File: src/rtl/wildeq_scan_if.sv
// ---------------------------------------------------------------------------
// wildeq_scan_if
// Purpose : bundles the pattern-table write port, the lookup request
//           handshake and the lookup result handshake of wildeq_scan.
// Params  : WIDTH   key/pattern width in bits
//           ENTRIES pattern table depth (power of two)
// Signals : cfg_we/cfg_ready, cfg_idx, cfg_en, cfg_val, cfg_mask  table write
//           req_valid/req_ready, req_key                          lookup request
//           rsp_valid/rsp_ready, rsp_hit, rsp_idx                 lookup result
// Modports: master drives writes/requests and accepts results,
//           slave is the scanner side.
// ---------------------------------------------------------------------------
interface wildeq_scan_if #(
   parameter int WIDTH   = 4,
   parameter int ENTRIES = 8
);
   localparam int IW = $clog2(ENTRIES);

   logic             cfg_we;
   logic             cfg_ready;
   logic [IW-1:0]    cfg_idx;
   logic             cfg_en;
   logic [WIDTH-1:0] cfg_val;
   logic [WIDTH-1:0] cfg_mask;

   logic             req_valid;
   logic             req_ready;
   logic [WIDTH-1:0] req_key;

   logic             rsp_valid;
   logic             rsp_ready;
   logic             rsp_hit;
   logic [IW-1:0]    rsp_idx;

   modport master (
      output cfg_we, cfg_idx, cfg_en, cfg_val, cfg_mask,
      output req_valid, req_key, rsp_ready,
      input  cfg_ready, req_ready, rsp_valid, rsp_hit, rsp_idx
   );

   modport slave (
      input  cfg_we, cfg_idx, cfg_en, cfg_val, cfg_mask,
      input  req_valid, req_key, rsp_ready,
      output cfg_ready, req_ready, rsp_valid, rsp_hit, rsp_idx
   );
endinterface

File: src/rtl/wildeq_scan.sv
// ---------------------------------------------------------------------------
// wildeq_scan
// Purpose : wildcard-equality lookup over a small pattern table. Each entry
//           holds a valid bit, a value and a don't-care mask; a key matches
//           an entry when every non-masked bit equals the value. A single
//           compare unit walks the table one entry per cycle and reports the
//           lowest matching index.
// Ports   : clk  - sole clock, rising edge
//           rst  - synchronous active-high reset
//           bus  - wildeq_scan_if.slave (table write, request, response)
// Config  : WILDEQ_SCAN_EARLY_EXIT_EN - when defined, the scan stops at the
//           first hit (latency 2+k for a hit at entry k). When undefined the
//           whole table is always scanned (fixed latency 1+ENTRIES).
// ---------------------------------------------------------------------------
module wildeq_scan #(
   parameter int WIDTH   = 4,
   parameter int ENTRIES = 8
) (
   input  logic           clk,
   input  logic           rst,
   wildeq_scan_if.slave   bus
);
   localparam int IW = $clog2(ENTRIES);
   localparam logic [IW-1:0] LAST_IDX = IW'(ENTRIES - 1);

   typedef enum logic [1:0] {
      IDLE = 2'd0,
      SCAN = 2'd1,
      RESP = 2'd2
   } state_t;

   state_t           r_state;
   logic [ENTRIES-1:0] r_en;
   logic [WIDTH-1:0] r_val  [ENTRIES];
   logic [WIDTH-1:0] r_mask [ENTRIES];
   logic [WIDTH-1:0] r_key;
   logic [IW-1:0]    r_ptr;
   logic             r_hit;
   logic [IW-1:0]    r_idx;
   logic             r_rsp_valid;

   logic w_idle;
   logic w_cfg_accept;
   logic w_match;
   logic w_first_hit;
   logic w_scan_done;

   assign w_idle       = (r_state == IDLE);
   assign w_cfg_accept = w_idle && bus.cfg_we;

   // Single compare unit, fed by the entry under the scan pointer.
   assign w_match = r_en[r_ptr] &&
                    (((r_key ^ r_val[r_ptr]) & ~r_mask[r_ptr]) == '0);

   // Only the first hit is recorded, which yields the lowest matching index.
   assign w_first_hit = w_match && !r_hit;

`ifdef WILDEQ_SCAN_EARLY_EXIT_EN
   assign w_scan_done = (r_ptr == LAST_IDX) || w_first_hit;
`else
   assign w_scan_done = (r_ptr == LAST_IDX);
`endif

   // Value/mask storage carries no reset; the valid bits alone gate matches.
   always_ff @(posedge clk) begin
      if (w_cfg_accept) begin
         r_val[bus.cfg_idx]  <= bus.cfg_val;
         r_mask[bus.cfg_idx] <= bus.cfg_mask;
      end
   end

   always_ff @(posedge clk) begin
      if (rst) begin
         r_state     <= IDLE;
         r_en        <= '0;
         r_ptr       <= '0;
         r_hit       <= 1'b0;
         r_idx       <= '0;
         r_rsp_valid <= 1'b0;
         r_key       <= '0;
      end else begin
         case (r_state)
            IDLE: begin
               // A table write wins over a same-cycle request.
               if (bus.cfg_we) begin
                  r_en[bus.cfg_idx] <= bus.cfg_en;
               end else if (bus.req_valid) begin
                  r_key   <= bus.req_key;
                  r_ptr   <= '0;
                  r_hit   <= 1'b0;
                  r_idx   <= '0;
                  r_state <= SCAN;
               end
            end
            SCAN: begin
               if (w_first_hit) begin
                  r_hit <= 1'b1;
                  r_idx <= r_ptr;
               end
               if (w_scan_done) begin
                  r_state     <= RESP;
                  r_rsp_valid <= 1'b1;
               end else begin
                  r_ptr <= r_ptr + 1'b1;
               end
            end
            RESP: begin
               if (bus.rsp_ready) begin
                  r_state     <= IDLE;
                  r_rsp_valid <= 1'b0;
                  r_ptr       <= '0;
               end
            end
            default: begin
               r_state     <= IDLE;
               r_rsp_valid <= 1'b0;
            end
         endcase
      end
   end

   assign bus.cfg_ready = w_idle;
   assign bus.req_ready = w_idle && !bus.cfg_we;
   assign bus.rsp_valid = r_rsp_valid;
   assign bus.rsp_hit   = r_hit;
   assign bus.rsp_idx   = r_idx;
endmodule

File: src/flat_wrapper.sv
// flat-port wrapper written by rule: the top's interface ports become plain ports
module wildeq_scan_flat 
#(
   parameter int WIDTH   = 4,
   parameter int ENTRIES = 8
)
  (clk, rst, bus_cfg_we, bus_cfg_idx, bus_cfg_en, bus_cfg_val, bus_cfg_mask, bus_req_valid, bus_req_key, bus_rsp_ready, bus_cfg_ready, bus_req_ready, bus_rsp_valid, bus_rsp_hit, bus_rsp_idx);
  wildeq_scan_if #(.WIDTH(WIDTH), .ENTRIES(ENTRIES)) bus_i ();
  input  logic clk;
  input  logic rst;
  input wire logic [$bits(bus_i.cfg_we)-1:0] bus_cfg_we;
  input wire logic [$bits(bus_i.cfg_idx)-1:0] bus_cfg_idx;
  input wire logic [$bits(bus_i.cfg_en)-1:0] bus_cfg_en;
  input wire logic [$bits(bus_i.cfg_val)-1:0] bus_cfg_val;
  input wire logic [$bits(bus_i.cfg_mask)-1:0] bus_cfg_mask;
  input wire logic [$bits(bus_i.req_valid)-1:0] bus_req_valid;
  input wire logic [$bits(bus_i.req_key)-1:0] bus_req_key;
  input wire logic [$bits(bus_i.rsp_ready)-1:0] bus_rsp_ready;
  output wire logic [$bits(bus_i.cfg_ready)-1:0] bus_cfg_ready;
  output wire logic [$bits(bus_i.req_ready)-1:0] bus_req_ready;
  output wire logic [$bits(bus_i.rsp_valid)-1:0] bus_rsp_valid;
  output wire logic [$bits(bus_i.rsp_hit)-1:0] bus_rsp_hit;
  output wire logic [$bits(bus_i.rsp_idx)-1:0] bus_rsp_idx;
  assign bus_i.cfg_we = bus_cfg_we;
  assign bus_i.cfg_idx = bus_cfg_idx;
  assign bus_i.cfg_en = bus_cfg_en;
  assign bus_i.cfg_val = bus_cfg_val;
  assign bus_i.cfg_mask = bus_cfg_mask;
  assign bus_i.req_valid = bus_req_valid;
  assign bus_i.req_key = bus_req_key;
  assign bus_i.rsp_ready = bus_rsp_ready;
  assign bus_cfg_ready = bus_i.cfg_ready;
  assign bus_req_ready = bus_i.req_ready;
  assign bus_rsp_valid = bus_i.rsp_valid;
  assign bus_rsp_hit = bus_i.rsp_hit;
  assign bus_rsp_idx = bus_i.rsp_idx;
  wildeq_scan #(.WIDTH(WIDTH), .ENTRIES(ENTRIES)) u_core (.clk(clk), .rst(rst), .bus(bus_i));
endmodule
File: config.mk
export PLATFORM = sky130hd
export DESIGN_NAME = wildeq_scan_flat
export DESIGN_NICKNAME = d
export VERILOG_FILES = /design/src/rtl/wildeq_scan_if.sv /design/src/rtl/wildeq_scan.sv /design/src/flat_wrapper.sv
export SDC_FILE = /design/constraint.sdc
export NUM_CORES = 1
export LEC_CHECK = 0
export CAP_MARGIN = 10
export CORE_MARGIN = 2
export CORE_UTILIZATION = 52
export DETAILED_ROUTE_END_ITERATION = 7
export GPL_TIMING_DRIVEN = 0
export PLACE_DENSITY = 0.76
export SYNTH_ARGS = -nofsm -noshare
export SYNTH_HDL_FRONTEND = slang
export SYNTH_SLANG_ARGS = --single-unit
File: constraint.sdc
create_clock -name clk -period 1.78 [get_ports clk]
set_input_delay 0.267 -clock clk [delete_from_list [all_inputs] [get_ports clk]]
set_output_delay 0.267 -clock clk [all_outputs]
set_load 0.02 [all_outputs]
# Yosys cells after proc, flatten, opt, wreduce, memory -nomap -nowiden
# Memory sizes are Yosys's and may differ from the RTL's. A register that Yosys moved wholly into a read port is not among the register bits.
# Cells that the tools add are included.
# classes
order_cmp	3
muxes	30
addsub	1
reduce_logical	17
n_bitwise	5
n_eq_ne	9
# ops
op	n
$mux W3	9
$mux W1	9
$pmux W3 S3	1
$bwmux W8	1
$lt A3 B4 Y1 const B	2
$mux W2	4
$ne A2 B2 Y1 const B	4
$reduce_and A4 Y1	2
$pmux W2 S3	1
$pmux W3 S2	1
$reduce_and A3 Y1	2
$logic_and A1 B1 Y1	5
$reduce_and A5 Y1	1
$and A4 B4 Y4	1
$logic_not A4 Y1	1
$ne A2 B1 Y1 const B	2
$not A4 Y4	1
$xor A4 B4 Y4	1
$add A3 B1 Y3 const B	1
$bmux W1 S3	1
$demux W1 S3	1
$eq A3 B3 Y1 const B	1
$ge A3 B1 Y1 const B	1
$pmux W1 S3	1
9 further kinds	11
# totals
in_bits	21
elab_cells	74
out_inout_bits	7
memories	2
reg_bits	22
ramBits	64
# mem_list
memory	words	width	rd	rd_ports_with_merged_regs	wr	line_no	rtl
u_core.r_mask	8	4	1	1	1	wildeq_scan.sv:35	logic [WIDTH-1:0] r_mask [ENTRIES];
u_core.r_val	8	4	1	1	1	wildeq_scan.sv:34	logic [WIDTH-1:0] r_val [ENTRIES];

# Depth between registers and ports, before layout
# Gate-level depths: netlist of the first run.
# depth
depth_word	7
depth_mapped	9
mapped_depth_nobuf	7

# Least setup slack after synthesis of the first run
# No wires, ideal clock.
# synth_path
path_kind	reg-to-reg
startpoint	reg u_core.r_state[0]
endpoint	reg u_core.r_en[0]
path_buffers	1
path_slack_ns	-0.479
t_required_ns	1.652
stages_incl_launch_ff	7
setup_time_ns	0.128
arrival_time_ns	2.131
synth_period_minus_slack_ns	2.259
cell_sequence	dfxtp_1 clkbuf_1 nor2_1 nand3b_1 nor3_1 mux2i_1 nor2_1
# synth_between
elab_chain_cells	2
# synth_rtl
item	line_no	rtl
start: declaration	wildeq_scan.sv:32	state_t r_state;
start signal: assignment	wildeq_scan.sv:74	r_state <= IDLE;
start signal: assignment	wildeq_scan.sv:92	r_state <= SCAN;
start signal: assignment	wildeq_scan.sv:101	r_state <= RESP;
$logic_not A2 Y1	--	
via bus_cfg_ready	flat_wrapper.sv:19	output wire logic [$bits(bus_i.cfg_ready)-1:0] bus_cfg_ready;
$reduce_and A2 Y1 (no line)	--	
end signal: indexed assignment	wildeq_scan.sv:86	r_en[bus.cfg_idx] <= bus.cfg_en;
end: declaration	wildeq_scan.sv:33	logic [ENTRIES-1:0] r_en;
# The timed path passes the listed nets, and every way through them passes these cells.
# A chain may end at the register's enable or synchronous reset.

==> impl_results.md, run 1 <==
* Status: finished, violations left
* DP Worst Slack at -526.4 ps
* CP max-delay cell: dfxtp_2
* CP peak stage delay at ~350 ps
* Row cnt at 30
* Largest net degree at the start of global routing at 17
* TritonCTS clock tree: yes
* Worst endpoint data arrival time at 2280 ps
* Final WL at roughly 7200 µm
* Crit path top cell by count: buf_12
* Slew Viols, Final at 0
* Synth area leaders: edfxtp_1 (53%), dfxtp_1 (14%), mux2i_1 (7.7%)
* RSZ-0062 raised after global routing: true
* Antenna violations before repair at 0
* ANT nets after route at 0
* Syn. warnings at 0
* Final setup fails at 4
* R2R setup slack at -250 ps
* Total Neg Setup Slack at -954.2 ps
* Port Buffers at 26
* Clk slew on worst S/H paths at 90 ps
* Finished Layout Cells at ~400
* Sw power at about 900 µW
* Synth Instances at between 200 and 300
* Share of layout cells above drive strength 1 at 0.2150
* Later-pin clock latency in the skew report at 350 ps
* WHS Endpoint: u_core.r_en[6]
* Number of H-tree levels at 3
* DP Wirelength at approximately 4600 µm
* Routed vias at around 2200
* Clock Path Buffers at 2
* Die area at just under 8000 µm²
* Smallest hold slack at between 300 and 400 ps
* Min setup slack post-route at -254.1 ps
* DRT iter0 DRCs at between 150 and 200
* Hold Fails Final Rpt at 0
* Setup crit start kind: register
* Leak at between 1 and 1.5 nW
* First-pass detailed-route iteration total at 4
* Layout area overhead at 23.14%
* Num CTS Buffers at 9
* Area of the multi-input gates at ~1200 µm²
* Congestion Overflow GR at 0
* Die X at 87.72 µm
* First-pass GRT wire length at around 11000 µm
* Worst R2R Path Depth at 9
* Clock share of power at 0.366
* Critical path capture point type: register
* Vias in the first global route at 2127
* Cells after DPL at 375
* Slew margin rel. at 0.5509
* Synth Cell Area at roughly 3600 µm²
* Async set-reset flop share out of synthesis at 0
* Clock skew at about 8.3 ps
* GPL Wtd Cong at ~0.77
* Seq/Total Area, Yosys at 0.6646
* HP Class: in2reg
* P per Cell Area at 899.1 nW/µm²
* Synth unique cells at 39
* Slew @ Worst Pin at between 600 and 700 ps
* Die H at just under 90 µm
* Worst Hold Depth at 3
* Worst Path Required at 2020 ps
* Max Freq at 491.6 MHz
* Worst vdd ir at around 0.00052 V
* CTS root buffer: clkbuf_8
* Register area at ~2400 µm²
* #FFs+latches synth at between 80 and 90
* CTS Sinks at 89
* Max_cap viols at 0
* Hold Path Origin: bus_cfg_en
* Via density at 5.469
* R2r endpoint: u_core.bus.rsp_idx[0]
* # nets final at 325
* Final Cycle Share at 1.143
* Delay-heaviest family, CP: compound AO/OA/AOI/OAI gates
* Gr usage total at 0.2015
* CP Buf/Inv Count at 2
* Worst-path cell chain: buf_12 -> buf_12 -> mux2i_4 -> nor3b_1 -> a311oi_1 -> o2111ai_2 -> o41ai_4 -> nand4_4 -> mux2i_1
* Number of synthesized flops with an enable pin at 64
* Fillers at around 500
* Failing checks: negative setup slack
* Switching Share at 0.2235
* Initial Utilization at 0.5365
* Worst Path Max Fanout at 10
* Diodes inserted at 0
* Internal Power at about 3.1 mW
* Drt drc at 0
* Tmin final at 2034 ps
* Area leader, netlist: edfxtp_1
* I/O pin cnt at 28
* Core area at a little under 7000 µm²
* Synth top area share at 0.5273
* Sequential share of power at 0.565
* Ys flop type: edfxtp_1
* Avg Cell Area, Syn at 14.41 µm²
* Combinational Power Share at 0.069
* Worst setup path category: reg2reg
* Synthesized net count at 276
* DR WL/cell at 17.94 µm
-- worst max path at each step --
stage                     slack [ps]  depth (start not counted)       start               endpoint
final                           -250                          9    register  u_core.bus.rsp_idx[0]
after global routing            -360                          8    register  u_core.bus.rsp_idx[0]
after CTS                       -250                          8    register  u_core.bus.rsp_idx[1]
after detailed placement        -530                          5  bus_cfg_we        u_core.r_key[1]
after global placement          -530                          6  bus_cfg_we  u_core.bus.rsp_idx[0]
after floorplan                  -80                          8    register  u_core.bus.rsp_idx[0]
-- sequential cells by signal, summed over array words and instances, names as in the netlist, named ones only --
| name | flops |
|---|---|
| u_core.r_mask | 32 |
| u_core.bus.rsp_idx | 3 |
| u_core.r_en | 8 |
| u_core.bus.rsp_valid | 1 |
| u_core.r_val | 32 |
| u_core.r_key | 4 |
| u_core.r_ptr | 3 |
| u_core.bus.rsp_hit | 1 |
| u_core.r_state | 2 |
-- worst min-delay path: stages --
cell      delay (ps)
clkbuf_1         190
nand2_1          100
a21oi_1           60
-- placed cells by master (no fill, tap or decap), drive strengths merged, types with 3 or more instances in the layout --
cell / netlist / final
edfxtp: 64 / 64
mux2i: 28 / 28
dfxtp: 25 / 25
clkdlybuf4s50: 0 / 24
nor2: 23 / 23
buf: 6 / 20
nand2: 17 / 17
clkbuf: 6 / 14
a21oi: 13 / 13
nor3: 9 / 9
mux4: 8 / 8
inv: 4 / 7
o21ai: 6 / 6
nand2b: 5 / 5
nand3: 4 / 4
mux2: 4 / 4
xor2: 3 / 3
xnor2: 3 / 3
-- metrics by stage --
stage | util | power [mW] | cell area, µm²
final | 0.6606 | 4.035 | 4488
after CTS | 0.6543 | 4.046 | 4446
after detailed placement | 0.6006 | 2.581 | 4080
after floorplan | - | 2.462 | 3700
after global placement | 0.6006 | 2.570 | 4080
after global routing | 0.6606 | 4.175 | 4488
-- per-layer routing --
| metal | vias to the layer above | part of all wire | global-route usage |
|---|---|---|---|
| li1 | 1052 | - | - |
| met1 | 1087 | 0.44 | 0.2828 |
| met2 | 58 | 0.51 | 0.3209 |
| met3 | 7 | 0.047 | 0.03299 |
| met4 | 0 | 0.0097 | 0.07273 |
| met5 | - | 0 | 0 |
-- repair_timing --
item | in CTS | in global routing
pin swaps | 5 | 0
setup buffers | 11 | 3
resized for setup | 16 | 4
endpoints found under the hold margin | 0 | 0
hold buffers | 0 | 0
endpoints found under the setup margin | 82 | 40
cloned | 0 | 0
-- power groups by stage --
stage               combinational [mW]  sequential (mW)  clock, mW
floorplan                        0.144             2.32          0
global placement                 0.250             2.32          0
detailed placement               0.259             2.32          0
CTS                              0.273             2.28       1.49
global route                     0.304             2.28       1.59
finish                           0.280             2.28       1.48
-- area by class of cell --
| type | instances | area share |
|---|---|---|
| multi-input combinational | 148 | 0.2777 |
| tap | 96 | 0.02676 |
| timing repair buffer | 40 | 0.08364 |
| buffer | 10 | 0.01924 |
| inverter | 4 | 0.003345 |
| sequential | 89 | 0.5403 |
| clock buffer | 10 | 0.03318 |
| clock inverter | 6 | 0.01589 |
-- synth_stat cells (2+ instances only) --
library cell  number
edfxtp_1          64
mux2i_1           28
dfxtp_1           25
nor2_1            23
nand2_1           17
a21oi_1           13
nor3_1             9
mux4_2             8
clkbuf_1           6
o21ai_0            6
nand2b_1           5
inv_1              4
nand3_1            4
buf_2              3
buf_6              3
xnor2_1            3
xor2_1             3
a2111oi_0          2
and2_1             2
ha_1               2
mux2_2             2
nand3b_1           2
nor2b_1            2
o211ai_1           2
-- logic make-up (layout without fill, tap and decap cells) --
group                    Yosys count  after routing  share of synthesized area
multiplexers                      40             40                     0.1397
adder cells (fa/ha/maj)            2              2                   0.006865
XOR/XNOR                           6              6                    0.01442
AO/OA/AOI/OAI                     30             30                    0.05596
flip-flops                        89             89                     0.6646
buffers and inverters             16             70                    0.02368
AND/OR/NAND/NOR                   70             70                    0.09475
Power figures use the tool's default switching activity.
==> run 2, diff against run 1 <==
- CORE_UTILIZATION: 52 -> 57
- PLACE_DENSITY: 0.76 -> 0.79
- clock period: 1.78 -> 1.9 ns (I/O delays scaled with it)
==> run 2 against run 1 <==
  * Sequential cell count unchanged
  * Global-route usage is 2.4 points higher
  * First-iteration DRC count shrank 7.2%
  * Hold slack better by 59 ps
  * Sequential share of layout area is 0.49 points lower
  * The flow still finishes with violations (negative setup slack)
  * Critical path type unchanged
==> impl_results.md, run 2 (synthesis gave the netlist of run 1 again) <==
* Worst vdd ir at between 0.0005 and 0.0006 V
* Die H at about 84 µm
* Delay-heaviest family, CP: multiplexers
* Internal Power at around 3.2 mW
* Worst-path cell chain: buf_6 -> buf_4 -> buf_4 -> mux4_2 -> mux2i_1 -> xnor2_1 -> nand2_1 -> nand4_4 -> mux2i_1
* Failing checks: negative setup slack
* ANT nets after route at 0
* Final WL at between 7000 and 8000 µm
* Via density at a little under 6
* Congestion Overflow GR at 0
* Vias in the first global route at between 2000 and 2500
* Placement Cell Area at between 4000 and 5000 µm²
* Worst Path Required at about 2200 ps
* HP Class: in2reg
* Max Freq at roughly 470 MHz
* Setup crit start kind: register
* Antenna violations before repair at 0
* TritonCTS clock tree: yes
* Hold Fails Final Rpt at 0
* Max_cap viols at 0
* Number of H-tree levels at 3
* P per Cell Area at about 900 nW/µm²
* Post-Layout Inst Area at roughly 4500 µm²
* Tmin final at ~2100 ps
* Initial Utilization at 0.5806
* CP peak stage delay at about 480 ps
* Final setup fails at 4
* Row cnt at 29
* Slew Viols, Final at 0
* Clock share of power at 0.409
* Combinational Power Share at 0.066
* Clock Path Buffers at 2
* Num CTS Buffers at 9
* Wire length on met1 at ~2900 µm
* CP Buf/Inv Count at 3
* Slew margin rel. at 0.5772
* Later-pin clock latency in the skew report at 350 ps
* Worst Path Max Fanout at 5
* Most frequent cells in the layout: edfxtp_1 (64), mux2i_1 (25), dfxtp_1 (24), clkdlybuf4s50_1 (24), nand2_1 (17)
* Status: finished, violations left
* Routed vias at about 2300
* Drt drc at 0
* DR WL/cell at roughly 20 µm
* Gr usage total at 0.2259
* Fillers at 401
* DP Worst Slack at -502.6 ps
* Min setup slack post-route at -206.8 ps
* Area of the multi-input gates at around 1300 µm²
* Die X at 83.97 µm
* Leak at around 1.5 nW
* Diodes inserted at 0
* Clk slew on worst S/H paths at roughly 80 ps
* DP Wirelength at roughly 4600 µm
* Register area at 2424 µm²
* Biggest regs: u_core.r_mask (32), u_core.r_val (32), u_core.r_en (8)
* Hold-fix buffers at CTS at 0
* Cells after DPL at 356
* Sequential share of power at 0.525
* Sw power at about 820 µW
* Finished Layout Cells at approximately 390
* CTS Sinks at 89
* Met3 WL at 604 µm
* Most common cell after layout, fill and taps aside: edfxtp_1
* GPL Wtd Cong at 0.7262
* Slew @ Worst Pin at between 600 and 700 ps
* Worst endpoint data arrival time at approximately 2400 ps
* Core area at between 6000 and 7000 µm²
* CTS root buffer: clkbuf_8
* Layout Utilization at 0.7211
* First-pass detailed-route iteration total at 4
* Share of layout cells above drive strength 1 at 0.2233
* Die area at between 7000 and 8000 µm²
* CP max-delay cell: mux4_2
* Met2 WL at between 3000 and 4000 µm
* Port Buffers at 26
* DRT iter0 DRCs at ~160
* # nets final at 327
* RSZ-0062 raised after global routing: true
* Critical path capture point type: register
* I/O pin cnt at 28
* First-pass GRT wire length at 11670 µm
* Final Cycle Share at 1.109
* Total Neg Setup Slack at -684.6 ps
* Largest net degree at the start of global routing at 16
* Top sig layer: met4
* Layout area overhead at 24.20%
* Switching Share at 0.2007
* Clock skew at between 6 and 7 ps
* Worst setup path category: reg2reg
==> run 2: cell count changes in the layout (fill, tap and decap cells not counted), sizes merged <==
| cell | delta |
|---|---|
| inv | -2 |
| clkinvlp | +1 |
| buf | +1 |
| bufinv | +3 |
| clkinv | -2 |
| clkbuf | +1 |
==> run 2: power groups by stage <==
stage / sequential [mW] / combinational (mW) / clock, mW
after floorplan: 2.17 / 0.128 / 0
after global placement: 2.18 / 0.223 / 0
after detailed placement: 2.18 / 0.229 / 0
after CTS: 2.13 / 0.254 / 1.69
after global routing: 2.14 / 0.285 / 1.77
final: 2.13 / 0.266 / 1.66
==> run 2: path summary, 6_finish.rpt <==
kind,startpoint,to,slack (ps),cells past startpoint
setup / recovery,register,u_core.bus.rsp_idx[0],-210,9
hold / removal,bus_cfg_en,u_core.r_en[6],370,3
setup reg to reg,register,u_core.bus.rsp_idx[0],-210,9
hold reg to reg,u_core.bus.rsp_idx[1],u_core.bus.rsp_idx[1],470,2
==> run 2: stage by stage <==
stage               hold slack [ps]  power [mW]
floorplan                     383.9       2.299
global placement              456.8       2.398
detailed placement            463.7       2.407
CTS                           338.9       4.073
global route                  363.6       4.193
finish                        369.0       4.062
==> run 2: what timing repair did <==
action                                  4_1_cts  5_1_grt
pin swaps                                     6        6
cloned                                        1        0
endpoints found under the setup margin       78       48
buffers inserted                             12        2
resized for setup                            21       13
==> run 2: layout make-up <==
class                           instances  area share
Clock buffer                           10     0.02819
Sequential cell                        89      0.5354
Multi-Input combinational cell        148      0.2778
Tap cell                               77     0.02128
Inverter                                4    0.003317
Timing Repair Buffer                   41     0.08624
Clock inverter                          6     0.03068
Buffer                                 11     0.01714
==> run 2: worst register-to-register path: stages (launching register included) <==
cell and delay [ps]:
dfxtp_2 370, buf_6 150, buf_4 120, buf_4 120, mux4_2 490, mux2i_1 200, xnor2_1 150, nand2_1 110
nand4_4 120, mux2i_1 210
==> run 2: routing by layer <==
metal	up-vias	global-route usage
li1	1049	-
met1	1107	0.2798
met2	88	0.3767
met3	21	0.05143
met4	0	0.1070
met5	-	0
==> run 3, diff against run 2 <==
- CELL_PAD_IN_SITES_DETAIL_PLACEMENT: default -> 0
- CELL_PAD_IN_SITES_GLOBAL_PLACEMENT: default -> 2
- CORE_UTILIZATION: 57 -> 41
==> run 3 against run 2 <==
  * The flow still finishes with violations (negative setup slack)
  * Worst setup slack gained 98 ps
  * First-iteration DRC count shrank 58%
  * Sequential power is essentially flat
  * Cell count grew 8.3%
  * Routed wire length grew 0.95%
  * Fmax grew 4.9%
  * Die area grew 37%
  * Global-route usage shrank 5.4 points
  * Design area shrank 0.19%
  * Critical path type unchanged
==> impl_results.md, run 3 (synthesis gave the netlist of run 1 again) <==
* I/O pin cnt at 28
* HP Class: in2reg
* Most common cell after layout, fill and taps aside: edfxtp_1
* Leak at about 1.5 nW
* Initial Utilization at 0.4200
* Worst R2R Path Depth at 8
* Hold Fails Final Rpt at 0
* Clock Path Buffers at 2
* Number of H-tree levels at 3
* CTS Sinks at 89
* P per Cell Area at about 840 nW/µm²
* Later-pin clock latency in the skew report at roughly 350 ps
* Slew @ Worst Pin at around 600 ps
* DP Wirelength at just under 5000 µm
* Share of layout cells above drive strength 1 at 0.2258
* Max Freq at 497.7 MHz
* Die H at roughly 98 µm
* Tmin final at approximately 2000 ps
* Num CTS Buffers at 9
* Failing checks: negative setup slack
* # nets final at about 330
* Min setup slack post-route at -109.1 ps
* Biggest regs: u_core.r_mask (32), u_core.r_val (32), u_core.r_en (8)
* Max_cap viols at 0
* Total power at roughly 3.8 mW
* First-pass detailed-route iteration total at 4
* TritonCTS clock tree: yes
* Routed vias at 2184
* Diodes inserted at 0
* Register area at between 2000 and 2500 µm²
* RSZ-0062 raised after global routing: true
* Worst Path Max Fanout at 5
* GPL Wtd Cong at approximately 0.7
* CTS root buffer: clkbuf_8
* Final WL at around 7700 µm
* Slew margin rel. at 0.5972
* Area of the multi-input gates at around 1200 µm²
* Layout area overhead at 23.96%
* Drt drc at 0
* Slew Viols, Final at 0
* Placement Cell Area at 4050 µm²
* DR WL/cell at approximately 18 µm
* Congestion Overflow GR at 0
* Via density at 5.225
* Setup crit start kind: register
* DRT iter0 DRCs at 65
* Clock skew at 11.67 ps
* Row cnt at 34
* First-pass GRT wire length at 12410 µm
* Critical path capture point type: register
* Worst setup path category: reg2reg
* Die X at approximately 98 µm
* Worst vdd ir at roughly 0.00039 V
* Most frequent cells in the layout: edfxtp_1 (64), mux2i_1 (26), dfxtp_1 (24), clkdlybuf4s50_1 (24), nand2_1 (17)
* Antenna violations before repair at 0
* Clk slew on worst S/H paths at around 90 ps
* Gr usage total at 0.1722
* Status: finished, violations left
* Vias in the first global route at 2314
* Final Cycle Share at 1.057
* Largest net degree at the start of global routing at 16
* Worst endpoint data arrival time at about 2300 ps
* Port Buffers at 26
* Worst Hold Depth at 3
* Core area at between 8000 and 9000 µm²
* Post-Layout Inst Area at 4518 µm²
* ANT nets after route at 0
* Final setup fails at 4
* Fillers at around 780
* Worst Path Required at between 2000 and 2500 ps
* Die area at roughly 9700 µm²
run 3: metrics by stage:
stage / hold WS (ps) / std cells / TNS, ps / util / setup WS [ps]
CTS: 296.6 / 420 / -615.9 / 0.5174 / -126.4
global route: 346.7 / 418 / -834.9 / 0.5206 / -238.0
finish: 303.2 / 418 / -355.3 / 0.5206 / -109.1
global placement: 452.8 / 387 / -32760 / 0.4667 / -523.0
detailed placement: 460.0 / 387 / -35520 / 0.4667 / -604.5
floorplan: 383.9 / 253 / -2776 / - / -75.81
run 3: metal layers:
metal  GRT usage  vias up  share of wire
met3     0.03937        8          0.037
met4     0.05374        0          0.013
li1            -     1058              -
met1      0.2385     1084           0.46
met2      0.2721       34           0.49
met5           0        -              0
run 3: timing repair:
item                                    in CTS  in global routing
endpoints found under the setup margin      78                 45
pin swaps                                    7                  1
endpoints found under the hold margin        0                  0
resized for setup                           21                  9
gates cloned                                 1                  0
hold buffers                                 0                  0
setup buffers                               16                  0
run 3: worst max-delay path, stage by stage (launching register included):
cell and delay [ps]:
dfxtp_2 350, buf_6 140, mux2_4 310, or3b_1 340
o211a_1 140, o2111ai_2 210, o41ai_2 130, nand4_4 120
mux2i_1 190
run 3: report_power, final:
part / internal [mW] / switching [mW]
combinational: 0.118 / 0.144
clock: 0.697 / 0.683
sequential: 2.12 / 0.0197
run 3: path summary, 6_finish.rpt:
kind,slack (ps),end,startpoint
worst max-delay path,-110,u_core.bus.rsp_idx[2],register
worst min register to register,470,u_core.bus.rsp_idx[1],u_core.bus.rsp_idx[1]
worst max register to register,-110,u_core.bus.rsp_idx[2],register
worst min-delay path,300,u_core.r_en[6],bus_cfg_en
run 3: cell type report:
cell class | instances | area share
flip-flops and latches | 89 | 0.5364
multi-input cells | 148 | 0.2731
repair buffers | 43 | 0.09388
clock buffers | 11 | 0.03379
well taps | 108 | 0.02991
plain buffers | 10 | 0.01689
clock inverters | 5 | 0.01274
inverters | 4 | 0.003323
